File: src/rtl/csr_trap_unit_pkg.sv
// Shared constants for the machine-mode CSR file and trap sequencer:
// CSR indices, op encodings, cause codes, field positions and FSM states.
package csr_trap_unit_pkg;

   localparam logic [11:0] CSR_MSTATUS   = 12'h300;
   localparam logic [11:0] CSR_MISA      = 12'h301;
   localparam logic [11:0] CSR_MIE       = 12'h304;
   localparam logic [11:0] CSR_MTVEC     = 12'h305;
   localparam logic [11:0] CSR_MSCRATCH  = 12'h340;
   localparam logic [11:0] CSR_MEPC      = 12'h341;
   localparam logic [11:0] CSR_MCAUSE    = 12'h342;
   localparam logic [11:0] CSR_MIP       = 12'h344;
   localparam logic [11:0] CSR_MCYCLE    = 12'hB00;
   localparam logic [11:0] CSR_MINSTRET  = 12'hB02;
   localparam logic [11:0] CSR_MVENDORID = 12'hF11;
   localparam logic [11:0] CSR_MARCHID   = 12'hF12;
   localparam logic [11:0] CSR_MIMPID    = 12'hF13;
   localparam logic [11:0] CSR_MHARTID   = 12'hF14;

   typedef enum logic [1:0] {
      OP_NONE = 2'b00,
      OP_RW   = 2'b01,
      OP_RS   = 2'b10,
      OP_RC   = 2'b11
   } csr_op_e;

   localparam logic [3:0] CAUSE_ILLEGAL = 4'd2;
   localparam logic [3:0] CAUSE_BREAK   = 4'd3;
   localparam logic [3:0] CAUSE_ECALL   = 4'd11;
   localparam logic [3:0] CAUSE_MSI     = 4'd3;
   localparam logic [3:0] CAUSE_MTI     = 4'd7;
   localparam logic [3:0] CAUSE_MEI     = 4'd11;

   localparam int unsigned MSI_BIT  = 3;
   localparam int unsigned MTI_BIT  = 7;
   localparam int unsigned MEI_BIT  = 11;
   localparam int unsigned MIE_BIT  = 3;
   localparam int unsigned MPIE_BIT = 7;

   typedef enum logic {
      ST_RUN  = 1'b0,
      ST_WAIT = 1'b1
   } state_e;

   typedef enum logic [1:0] {
      CLS_NONE = 2'd0,
      CLS_RO   = 2'd1,
      CLS_RW   = 2'd2
   } csr_cls_e;

   function automatic csr_cls_e csr_class(input logic [11:0] idx);
      case (idx)
         CSR_MISA, CSR_MVENDORID, CSR_MARCHID, CSR_MIMPID, CSR_MHARTID: return CLS_RO;
         CSR_MSTATUS, CSR_MIE, CSR_MTVEC, CSR_MSCRATCH, CSR_MEPC,
         CSR_MCAUSE, CSR_MIP, CSR_MCYCLE, CSR_MINSTRET:                 return CLS_RW;
         default:                                                       return CLS_NONE;
      endcase
   endfunction

   // Spread a {meip, mtip, msip} triple onto its architectural bit positions.
   function automatic logic [11:0] irq_map(input logic [2:0] v);
      return {v[2], 3'b000, v[1], 3'b000, v[0], 3'b000};
   endfunction

endpackage

File: src/rtl/csr_trap_unit_irq_arb.sv
// Interrupt arbiter: registers the irq levels into mip, qualifies them with
// mie/MIE and picks the highest-priority cause (MEI > MSI > MTI).
module csr_irq_arb
   import csr_trap_unit_pkg::*;
(
   input  logic       clk,
   input  logic       rst,
   input  logic       irq_mtip,
   input  logic       irq_msip,
   input  logic       irq_meip,
   input  logic [2:0] mie_en,
   input  logic       glb_ie,
   output logic [2:0] pend,
   output logic       int_pend_c,
   output logic [3:0] int_cause_c,
   output logic [5:0] vec_off_c
);

   logic [2:0] active;

   always_ff @(posedge clk or negedge rst) begin
      if (!rst) pend <= 3'b000;
      else      pend <= {irq_meip, irq_mtip, irq_msip};
   end

   always_comb begin
      active      = pend & mie_en;
      int_pend_c  = glb_ie & (|active);
      int_cause_c = 4'd0;
      if (active[2])      int_cause_c = CAUSE_MEI;
      else if (active[0]) int_cause_c = CAUSE_MSI;
      else if (active[1]) int_cause_c = CAUSE_MTI;
      vec_off_c   = {int_cause_c, 2'b00};
   end

endmodule

File: src/rtl/csr_trap_unit.sv
// Machine-mode CSR file with trap/interrupt sequencing and a redirect handshake.
// Optional macro CSR_VECTORED_EN enables vectored mtvec mode (mtvec[1:0]=01).
module csr_trap_unit
   import csr_trap_unit_pkg::*;
#(
   parameter int unsigned     XLEN      = 64,
   parameter int unsigned     CNT_W     = 64,
   parameter logic [XLEN-1:0] HART_ID   = '0,
   parameter logic [XLEN-1:0] MTVEC_RST = '0
)(
   input  logic            clk,
   input  logic            rst,
   input  logic            inst_valid,
   output logic            commit_ready,
   input  logic [11:0]     csr_index,
   input  logic [1:0]      csr_op,
   input  logic [XLEN-1:0] csr_wdata,
   input  logic [XLEN-1:0] inst_addr,
   input  logic            inst_ecall,
   input  logic            inst_ebreak,
   input  logic            inst_mret,
   input  logic            irq_mtip,
   input  logic            irq_msip,
   input  logic            irq_meip,
   output logic [XLEN-1:0] csr_read,
   output logic            csr_illegal,
   output logic            redirect_valid,
   input  logic            redirect_ready,
   output logic [XLEN-1:0] redirect_pc
);

`ifdef CSR_VECTORED_EN
   localparam bit VEC_EN = 1'b1;
`else
   localparam bit VEC_EN = 1'b0;
`endif

   localparam logic [XLEN-1:0] MISA_VAL =
      (XLEN'(XLEN == 64 ? 2 : 1) << (XLEN - 2)) | XLEN'(32'h100);

   state_e            state;
   logic              mst_mie, mst_mpie;
   logic [XLEN-1:0]   mtvec, mepc, mcause, mscratch;
   logic [2:0]        mie_en, mip_q;
   logic [CNT_W-1:0]  mcycle, minstret;

   logic              int_pend_c;
   logic [3:0]        int_cause_c;
   logic [5:0]        vec_off_c;

   logic              hs, take_int, trap, do_mret, do_wr, retire;
   logic [3:0]        cause;
   logic [XLEN-1:0]   wval, trap_pc;

   csr_irq_arb u_irq_arb (
      .clk         (clk),
      .rst         (rst),
      .irq_mtip    (irq_mtip),
      .irq_msip    (irq_msip),
      .irq_meip    (irq_meip),
      .mie_en      (mie_en),
      .glb_ie      (mst_mie),
      .pend        (mip_q),
      .int_pend_c  (int_pend_c),
      .int_cause_c (int_cause_c),
      .vec_off_c   (vec_off_c)
   );

   // Old-value read mux; unknown indices read as zero.
   always_comb begin
      csr_read = '0;
      case (csr_index)
         CSR_MSTATUS:   csr_read = XLEN'(13'h1800) | (XLEN'(mst_mpie) << MPIE_BIT)
                                   | (XLEN'(mst_mie) << MIE_BIT);
         CSR_MISA:      csr_read = MISA_VAL;
         CSR_MIE:       csr_read = XLEN'(irq_map(mie_en));
         CSR_MIP:       csr_read = XLEN'(irq_map(mip_q));
         CSR_MTVEC:     csr_read = mtvec;
         CSR_MSCRATCH:  csr_read = mscratch;
         CSR_MEPC:      csr_read = mepc;
         CSR_MCAUSE:    csr_read = mcause;
         CSR_MCYCLE:    csr_read = XLEN'(mcycle);
         CSR_MINSTRET:  csr_read = XLEN'(minstret);
         CSR_MARCHID:   csr_read = XLEN'(1);
         CSR_MHARTID:   csr_read = HART_ID;
         default:       csr_read = '0;
      endcase
   end

   // Event priority: interrupt > illegal > ecall > ebreak > mret > CSR write.
   always_comb begin
      csr_illegal = (csr_op != OP_NONE) && (csr_class(csr_index) != CLS_RW);
      hs          = inst_valid & commit_ready;
      take_int    = hs & int_pend_c;
      trap        = take_int | (hs & (csr_illegal | inst_ecall | inst_ebreak));
      retire      = hs & ~trap;
      do_mret     = retire & inst_mret;
      do_wr       = retire & ~inst_mret & (csr_op != OP_NONE);

      cause = CAUSE_BREAK;
      if (take_int)         cause = int_cause_c;
      else if (csr_illegal) cause = CAUSE_ILLEGAL;
      else if (inst_ecall)  cause = CAUSE_ECALL;

      case (csr_op)
         OP_RW:   wval = csr_wdata;
         OP_RS:   wval = csr_read | csr_wdata;
         OP_RC:   wval = csr_read & ~csr_wdata;
         default: wval = csr_read;
      endcase

      trap_pc = {mtvec[XLEN-1:2], 2'b00}
              + ((VEC_EN && take_int && mtvec[0]) ? XLEN'(vec_off_c) : '0);
   end

   // CSR state; later assignments (explicit counter writes) win over increments.
   always_ff @(posedge clk or negedge rst) begin
      if (!rst) begin
         mst_mie  <= 1'b0;
         mst_mpie <= 1'b0;
         mtvec    <= {MTVEC_RST[XLEN-1:2], 2'b00};
         mepc     <= '0;
         mcause   <= '0;
         mie_en   <= 3'b000;
         mscratch <= '0;
         mcycle   <= '0;
         minstret <= '0;
      end else begin
         mcycle <= mcycle + CNT_W'(1);
         if (retire) minstret <= minstret + CNT_W'(1);
         if (trap) begin
            mepc     <= inst_addr;
            mcause   <= {take_int, (XLEN-1)'(cause)};
            mst_mpie <= mst_mie;
            mst_mie  <= 1'b0;
         end else if (do_mret) begin
            mst_mie  <= mst_mpie;
            mst_mpie <= 1'b1;
         end else if (do_wr) begin
            case (csr_index)
               CSR_MSTATUS: begin
                  mst_mie  <= wval[MIE_BIT];
                  mst_mpie <= wval[MPIE_BIT];
               end
               CSR_MTVEC:    mtvec <= VEC_EN ? {wval[XLEN-1:2], 1'b0, wval[1:0] == 2'b01}
                                             : {wval[XLEN-1:2], 2'b00};
               CSR_MEPC:     mepc <= {wval[XLEN-1:2], 2'b00};
               CSR_MCAUSE:   mcause <= wval;
               CSR_MIE:      mie_en <= {wval[MEI_BIT], wval[MTI_BIT], wval[MSI_BIT]};
               CSR_MSCRATCH: mscratch <= wval;
               CSR_MCYCLE:   mcycle <= CNT_W'(wval);
               CSR_MINSTRET: minstret <= CNT_W'(wval);
               default: ;
            endcase
         end
      end
   end

   // Redirect sequencer: stalls commit until fetch accepts the new PC.
   always_ff @(posedge clk or negedge rst) begin
      if (!rst) begin
         state          <= ST_RUN;
         commit_ready   <= 1'b1;
         redirect_valid <= 1'b0;
         redirect_pc    <= '0;
      end else begin
         case (state)
            ST_RUN: begin
               if (trap || do_mret) begin
                  redirect_pc    <= trap ? trap_pc : mepc;
                  redirect_valid <= 1'b1;
                  commit_ready   <= 1'b0;
                  state          <= ST_WAIT;
               end
            end
            ST_WAIT: begin
               if (redirect_ready) begin
                  redirect_valid <= 1'b0;
                  commit_ready   <= 1'b1;
                  state          <= ST_RUN;
               end
            end
            default: state <= ST_RUN;
         endcase
      end
   end

endmodule

File: config.mk
export PLATFORM = sky130hd
export DESIGN_NAME = csr_trap_unit
export DESIGN_NICKNAME = d
export VERILOG_FILES = /design/src/rtl/csr_trap_unit_pkg.sv /design/src/rtl/csr_trap_unit_irq_arb.sv /design/src/rtl/csr_trap_unit.sv
export SDC_FILE = /design/constraint.sdc
export NUM_CORES = 1
export LEC_CHECK = 0
export BUFFER_PORTS_ARGS = -buffer_cell sky130_fd_sc_hd__buf_2
export CORE_ASPECT_RATIO = 1.1
export CORE_MARGIN = 5
export CORE_UTILIZATION = 55
export DETAILED_ROUTE_END_ITERATION = 10
export PLACE_DENSITY_LB_ADDON = 0.3
export SYNTH_ARGS = -nofsm -noshare
export SYNTH_HDL_FRONTEND = slang
export SYNTH_SLANG_ARGS = --single-unit
File: constraint.sdc
create_clock -name clk -period 8.6 [get_ports clk]
set_clock_uncertainty 0.05 [all_clocks]
set_input_delay 1.72 -clock clk [delete_from_list [all_inputs] [get_ports clk]]
set_output_delay 1.72 -clock clk [all_outputs]
set_load 0.05 [all_outputs]
======== Word-level counts from Yosys, hierarchy flattened ========
Index checks and enable logic that the tools add are counted.
storage, ports and cells
  flip-flop bits (word level) ............. 457
  bits in latches ......................... 0
  RAM bits ................................ 0
  bits in read-only memories .............. 0
  bits of input ports ..................... 152
  output and inout bits ................... 131
  word-level logic and storage cells ...... 120
  memories kept ........................... 0
cells by class
  $add $sub $neg .......................... 2
  multipliers ............................. 0
  divide/modulo/power cells ............... 0
  magnitude comparators ................... 0
  equality and inequality tests ........... 21
  shift operators ......................... 0
  mux-type cells .......................... 44
  bitwise logic cells ..................... 20
  reduce and logical (&&, ||, !) cells .... 19
operators by type and width
  kind                                                                number
  64-bit two-way mux                                                  18
  64-bit one-hot mux with 11 select lines                             1
  64-bit one-hot mux with 3 select lines                              1
  64-bit by 1-bit adder with 64-bit output (second input constant)    2
  12-bit by 10-bit == test with 1-bit output (second input constant)  8
  12-bit == test (second input constant)                              6
  64-bit bitwise AND                                                  1
  64-bit inverter                                                     1
  64-bit bitwise OR                                                   1
  4-bit two-way mux                                                   5
  1-bit two-way mux                                                   14
  13-bit by 4-bit bitwise OR with 13-bit output                       1
  4-bit AND reduction                                                 3
  9-bit OR reduction                                                  1
  1-bit bitwise AND                                                   8
  2-bit inequality test (second input constant)                       4
  2-bit nonzero test                                                  4
  1-bit one-hot mux with 2 select lines                               3
  2-bit AND reduction                                                 3
  3-bit AND reduction                                                 2
  3-bit nonzero test                                                  2
  5-bit OR reduction                                                  1
  2-bit == test (second input constant)                               2
  1-bit inverter                                                      4
  8 further kinds                                                     10

======== Depth between registers and ports, before layout ========
  depth after elaboration ................. 16
  mapped depth ............................ 12
  depth with buffers taken out ............ 7

======== By module ========
From an unflattened synthesis, not the netlist that was laid out.
second synthesis, totals
  cell total of the unflattened synthesis .. 2,861
  area total of the unflattened synthesis .. 25,749.7 sq um
modules (own cells, without submodules)
  module         times used  cells an instance  area each (sq um)  seq. area each (sq um)
  csr_trap_unit  1           2,844              25,578.3           11,362.1
  csr_irq_arb    1           17                 171.4              75.1

======== Least setup slack after synthesis ========
No wires, ideal clock.
  path type ............................... input to output
  start point ............................. input csr_index[2]
  end point ............................... output csr_read[10]
  arrival ................................. 3.791 ns
  data required time ...................... 6.830 ns
  setup slack ............................. 3.039 ns
  cell stages on the path ................. 8
  buffers on the path ..................... 4
  cell sequence ........................... buf_2 buf_2 or4b_1 nor3_2 buf_2 buf_1 a22oi_1 nand3_1
between the ends
  longest elaborated chain between the ends .. 2
  elaborated cells between the ends (all ways) .. 12
  those cells by class .................... 11 x eq/ne; 1 x mux
ends and longest elaborated chain
  what                                                                          line                 source
  from (decl)                                                                   csr_trap_unit.sv:15  input logic [11:0] csr_index,
  12-bit == test or 12-bit by 10-bit == test with 1-bit output (tied branches)  csr_trap_unit.sv:72  case (csr_index)
  64-bit one-hot mux with 11 select lines *                                     csr_trap_unit.sv:72
  to (decl)                                                                     csr_trap_unit.sv:25  output logic [XLEN-1:0] csr_read,
Every way passes the cells marked *; elsewhere a longest branch is shown, timed or not.

======== Worst setup path after layout ========
  start point ............................. input csr_index[0]
  end point ............................... output csr_read[27]
Same word-level chain as after synthesis.

==> flow_results.org <==
** Synth
- After technology mapping, the gate count stands at roughly 3300.
- Compound-gate portion of the synthesized area :: between 15 and 20%
- Avg Cell Area, Syn :: 8.36 sq um
- Synth cell types :: 90
- Area share of xor/xnor cells in the synthesized design :: 4.78%
- Summing the sequential cell areas from Yosys gives 41.7% of the chip area.
- Post-synth top flop :: dfrtp_1
- Net count of the mapped netlist :: 3438
- After synthesis the netlist holds a flip-flop and latch count of 457.
- In the synthesized netlist the async set-or-reset flop fraction comes to 100%.
- The synthesized netlist devotes 28.6% of its cell area to simple gates.
- Yosys warnings :: 0
- Combinational family with the most area after synthesis :: simple AND/OR/NAND/NOR gates
- In the synthesized netlist, mux cells make up 3.19% of the area.
- After Yosys synthesis, full adders, half adders and majority gates account for 0.0911% of the synthesized area.
- In this run, synthesis inferred 0 flip-flops with an integrated enable.
- After synthesis the cells add up to 27500 sq um.

** Pwr
- IR analysis of the VDD net gives a maximum drop of ~0.19 mV.
- In this run, the clock network consumes 32.3% of the power.
- The analysis attributes to cell leakage a power of 12.7 nW.
- Net switching power :: 0.00291 W
- For this design the ratio of total power to cell area is approximately 250 nW/um^2.
- Cell internal power was estimated by the tool at 0.00469 W.
- Part of the total power dissipated in combinational logic :: 28.0%
- Switching share of power :: 38.3%
- Registers are responsible for 39.7% of the overall power.

** Status
- Result of the run :: finished, final reports clean

** Global routing
- Wire length of the first global-routing pass :: between 150000 and 200000 um
- All-Layer GR Usage :: 37.9%
- The via count of the first global-routing pass came to approximately 27000.
- Pin count of the biggest net entering global routing :: 197
- Initial antenna violation count :: 3
- For this run the aggregate overflow at the end of global routing stands at 0.

** Finish
- Number of fillers in the final layout :: 4196
- In the final design database the tool counted between 3000 and 4000 nets.
- Growth of design area from synthesis to finish :: 12.6%
- Fraction of final layout cells sized beyond drive strength 1 :: between 10% and 20%

** Critical path
- Dominant delay contributor by cell family on the critical path :: buffers and inverters
- For the worst setup path, the data arrival time is 4.94 ns.
- The slowest stage of the critical path belongs to the cell buf_4.
- Worst Path Class, Setup :: input pin to primary output
- Max FO, Critical Path :: 63
- Traced cell by cell, the critical path runs through buf_4, nor4_4, buf_4, buf_4, nand4_1, and4_1, nand2_1, buf_2.
- STA classifies the critical path startpoint as an input pin.
- Worst setup EP type :: primary output
- The number of buffers and inverters on the critical path is 4.
- In this design, the stage delay of the slowest critical-path cell is slightly above 0.7 ns.
- Cell repeated most along the worst path :: buf_4
- At the worst endpoint, the required time is 6.83 ns.
- Worst reg2reg setup slack :: 4.69 ns

** Detailed routing
- Per-cell routed wire length :: 26.4 um
- After the first detailed-routing iteration, the DRC count stood at 3688.
- The detailed router placed 28135 vias in this run.
- Number of search-and-repair iterations in the first detailed-routing pass :: 6
- Post-detailed-route via-to-cell ratio :: 6.91
- The final layout contains routed wiring with a total length of ~110000 um.
- DRC Markers :: 0
- DRT antenna net count :: 0

** Clocking
- Clk pin slew, worst setup/hold paths :: 0.06 ns
- The H-tree was split into 2 levels.
- TritonCTS built the clock tree.
- CTS Buf Count :: 50
- No sink is reached through more buffers than the 3 on the longest clock path.
- CTS sink cnt :: 457
- The number of hold buffers added after CTS was 0.
- The later pin in the worst-skew pair is clocked with a latency of 0.61 ns.
- Library cell used as clock root buffer :: clkbuf_16
- Count of buffers added by post-CTS timing repair for setup :: 0
- Number of gates resized after cts :: 0

** Floorplan
- In this run the vertical extent of the chip is between 200 and 250 um.
- The floorplan step set the die width to 223 um.
- Initial core utilization :: 55.8%
- After floorplanning, the core was sized to cover 49200 sq um.
- Cell Rows :: 85
- The die covers 54500 sq um.
- I/O pin count :: about 280

** Placement
- Number of buffers inserted by port buffering :: ~280
- The HPWL after detailed placement is 67200 um.
- At the end of routability-driven placement, the weighted congestion stood at about 0.95.
- Setup WS pre-CTS :: 2.05 ns

** Timing
- RSZ-0062 raised after global routing :: no
- Total negative slack for setup checks :: 0 ns
- After layout, the worst path uses 78.0% of the clock period.
- Headroom to the max-slew limit came out at 17.0%.
- For the pin with the worst max-slew slack, the measured transition is between 1 and 1.5 ns.
- Count of final max-slew check failures :: 0
- Timing would allow up to 0.149 GHz.
- Fin. Hold Viols :: 0
- Setup-violating endpoint count in the final report :: 0
- The worst path needs about 6.7 ns of the cycle, external delays included.
- Across all setup checks in the final design, the least slack found is roughly 1.9 ns.

** Job
- Maximum Capacitance Violations :: 0

** Worst hold path
- The path class of the tightest hold or removal check is flop to flop.
-- worst min-delay path: cells and delay by family (launching register included) --
family             cells  cell delay, ns
and+or+nand+nor        1            0.05
DFF                    1            0.33
AOI/OAI and AO/OA      1            0.05
-- registers in the layout, indices dropped and copies added (netlist names) --
signal,flops
mtvec,62
redirect_pc,64
mie_en,3
u_irq_arb.pend,3
mscratch,64
minstret,64
mcycle,64
commit_ready,1
mcause,64
state,1
mepc,64
mst_mie,1
mst_mpie,1
redirect_valid,1
-- path summary, 6_finish.rpt --
check	to	cells after the start	from
max	csr_read[27]	8	csr_index[0]
min	mcause[11]	2	mcause[11]
max reg2reg	mscratch[31]	7	commit_ready
min reg2reg	mcause[11]	2	mcause[11]
max in group asynchronous	mepc[44]	2	rst
min in group asynchronous	mtvec[6]	1	rst
-- cell families (layout without fill, tap and decap cells) --
group,Yosys count,in the layout
and+or+nand+nor,1540,1540
AOI/OAI and AO/OA,733,733
DFF,457,457
buffers and inverters,317,450
xor gates and xnor gates,150,150
muxes,85,85
adders and majority gates,2,2
other,0,3
-- synth_stat cells (65+ instances only) --
library cell,number,share of area [%]
a21oi_1,82,1.5
a31oi_1,65,1.5
and2_1,88,2.0
buf_2,85,1.5
clkbuf_1,158,2.2
dfrtp_1,456,42
mux2i_1,66,2.4
nand2_1,558,7.6
nand3_1,116,2.1
nand4_1,313,7.1
nor2_1,208,2.8
o21ai_0,268,4.9
xnor2_1,75,2.4
xor2_1,75,2.4
-- per-layer routing --
metal | track usage, % | vias to the layer above | share of wire (%)
li1 | - | 12133 | -
met1 | 50.7 | 13515 | 38
met2 | 56.6 | 2013 | 43
met3 | 9.23 | 474 | 12
met4 | 21.6 | 0 | 6.7
met5 | 0 | - | 0
-- power groups by stage --
| stage | clock [W] | combinational, W | sequential, W |
|---|---|---|---|
| 2_1_floorplan | 0 | 0.000944 | 0.00347 |
| 3_3_place_gp | 0 | 0.00204 | 0.00302 |
| 3_5_place_dp | 0 | 0.00210 | 0.00304 |
| 4_1_cts | 0.00246 | 0.00211 | 0.00301 |
| 5_1_grt | 0.00256 | 0.00228 | 0.00307 |
| 6_report | 0.00245 | 0.00213 | 0.00302 |
-- per-stage QoR --
step	utilization, %	hold WS [ns]	cell area [sq um]	total power (W)	cells
after floorplan	-	0.391	27500	0.00441	3284
after global placement	59.0	0.405	29100	0.00506	3976
after detailed placement	59.0	0.410	29100	0.00514	3976
after CTS	62.8	0.422	30900	0.00757	4069
after global routing	62.8	0.450	30900	0.00790	4071
final	62.8	0.422	30900	0.00760	4072
-- layout by cell type, fill, tap and decap left out, types with 34 or more instances in the layout --
| cell type | instances |
|---|---|
| and2_1 | 88 |
| buf_2 | 279 |
| o31ai_1 | 55 |
| mux2i_1 | 66 |
| nand2_1 | 557 |
| o22ai_1 | 61 |
| a21oi_1 | 82 |
| nor2_1 | 207 |
| clkbuf_16 | 51 |
| o21ai_0 | 268 |
| a22oi_1 | 53 |
| nand3_1 | 115 |
| nand4_1 | 313 |
| dfrtp_1 | 456 |
| nor4_1 | 34 |
| xnor2_1 | 75 |
| xor2_1 | 75 |
| a31oi_1 | 65 |
| buf_4 | 53 |
-- layout make-up --
| type | instances | area [sq um] | share of cell area (%) |
|---|---|---|---|
| multi-input cells | 2510 | 14900 | 48.0 |
| repair buffers | 337 | 1890 | 6.11 |
| inverters | 20 | 75.1 | 0.243 |
| diodes | 3 | 7.51 | 0.0243 |
| flip-flops and latches | 457 | 11400 | 37.0 |
| well taps | 652 | 816 | 2.64 |
| clock buffers | 65 | 1420 | 4.59 |
| clock inverters | 28 | 430 | 1.39 |
Power figures use the tool's default switching activity.
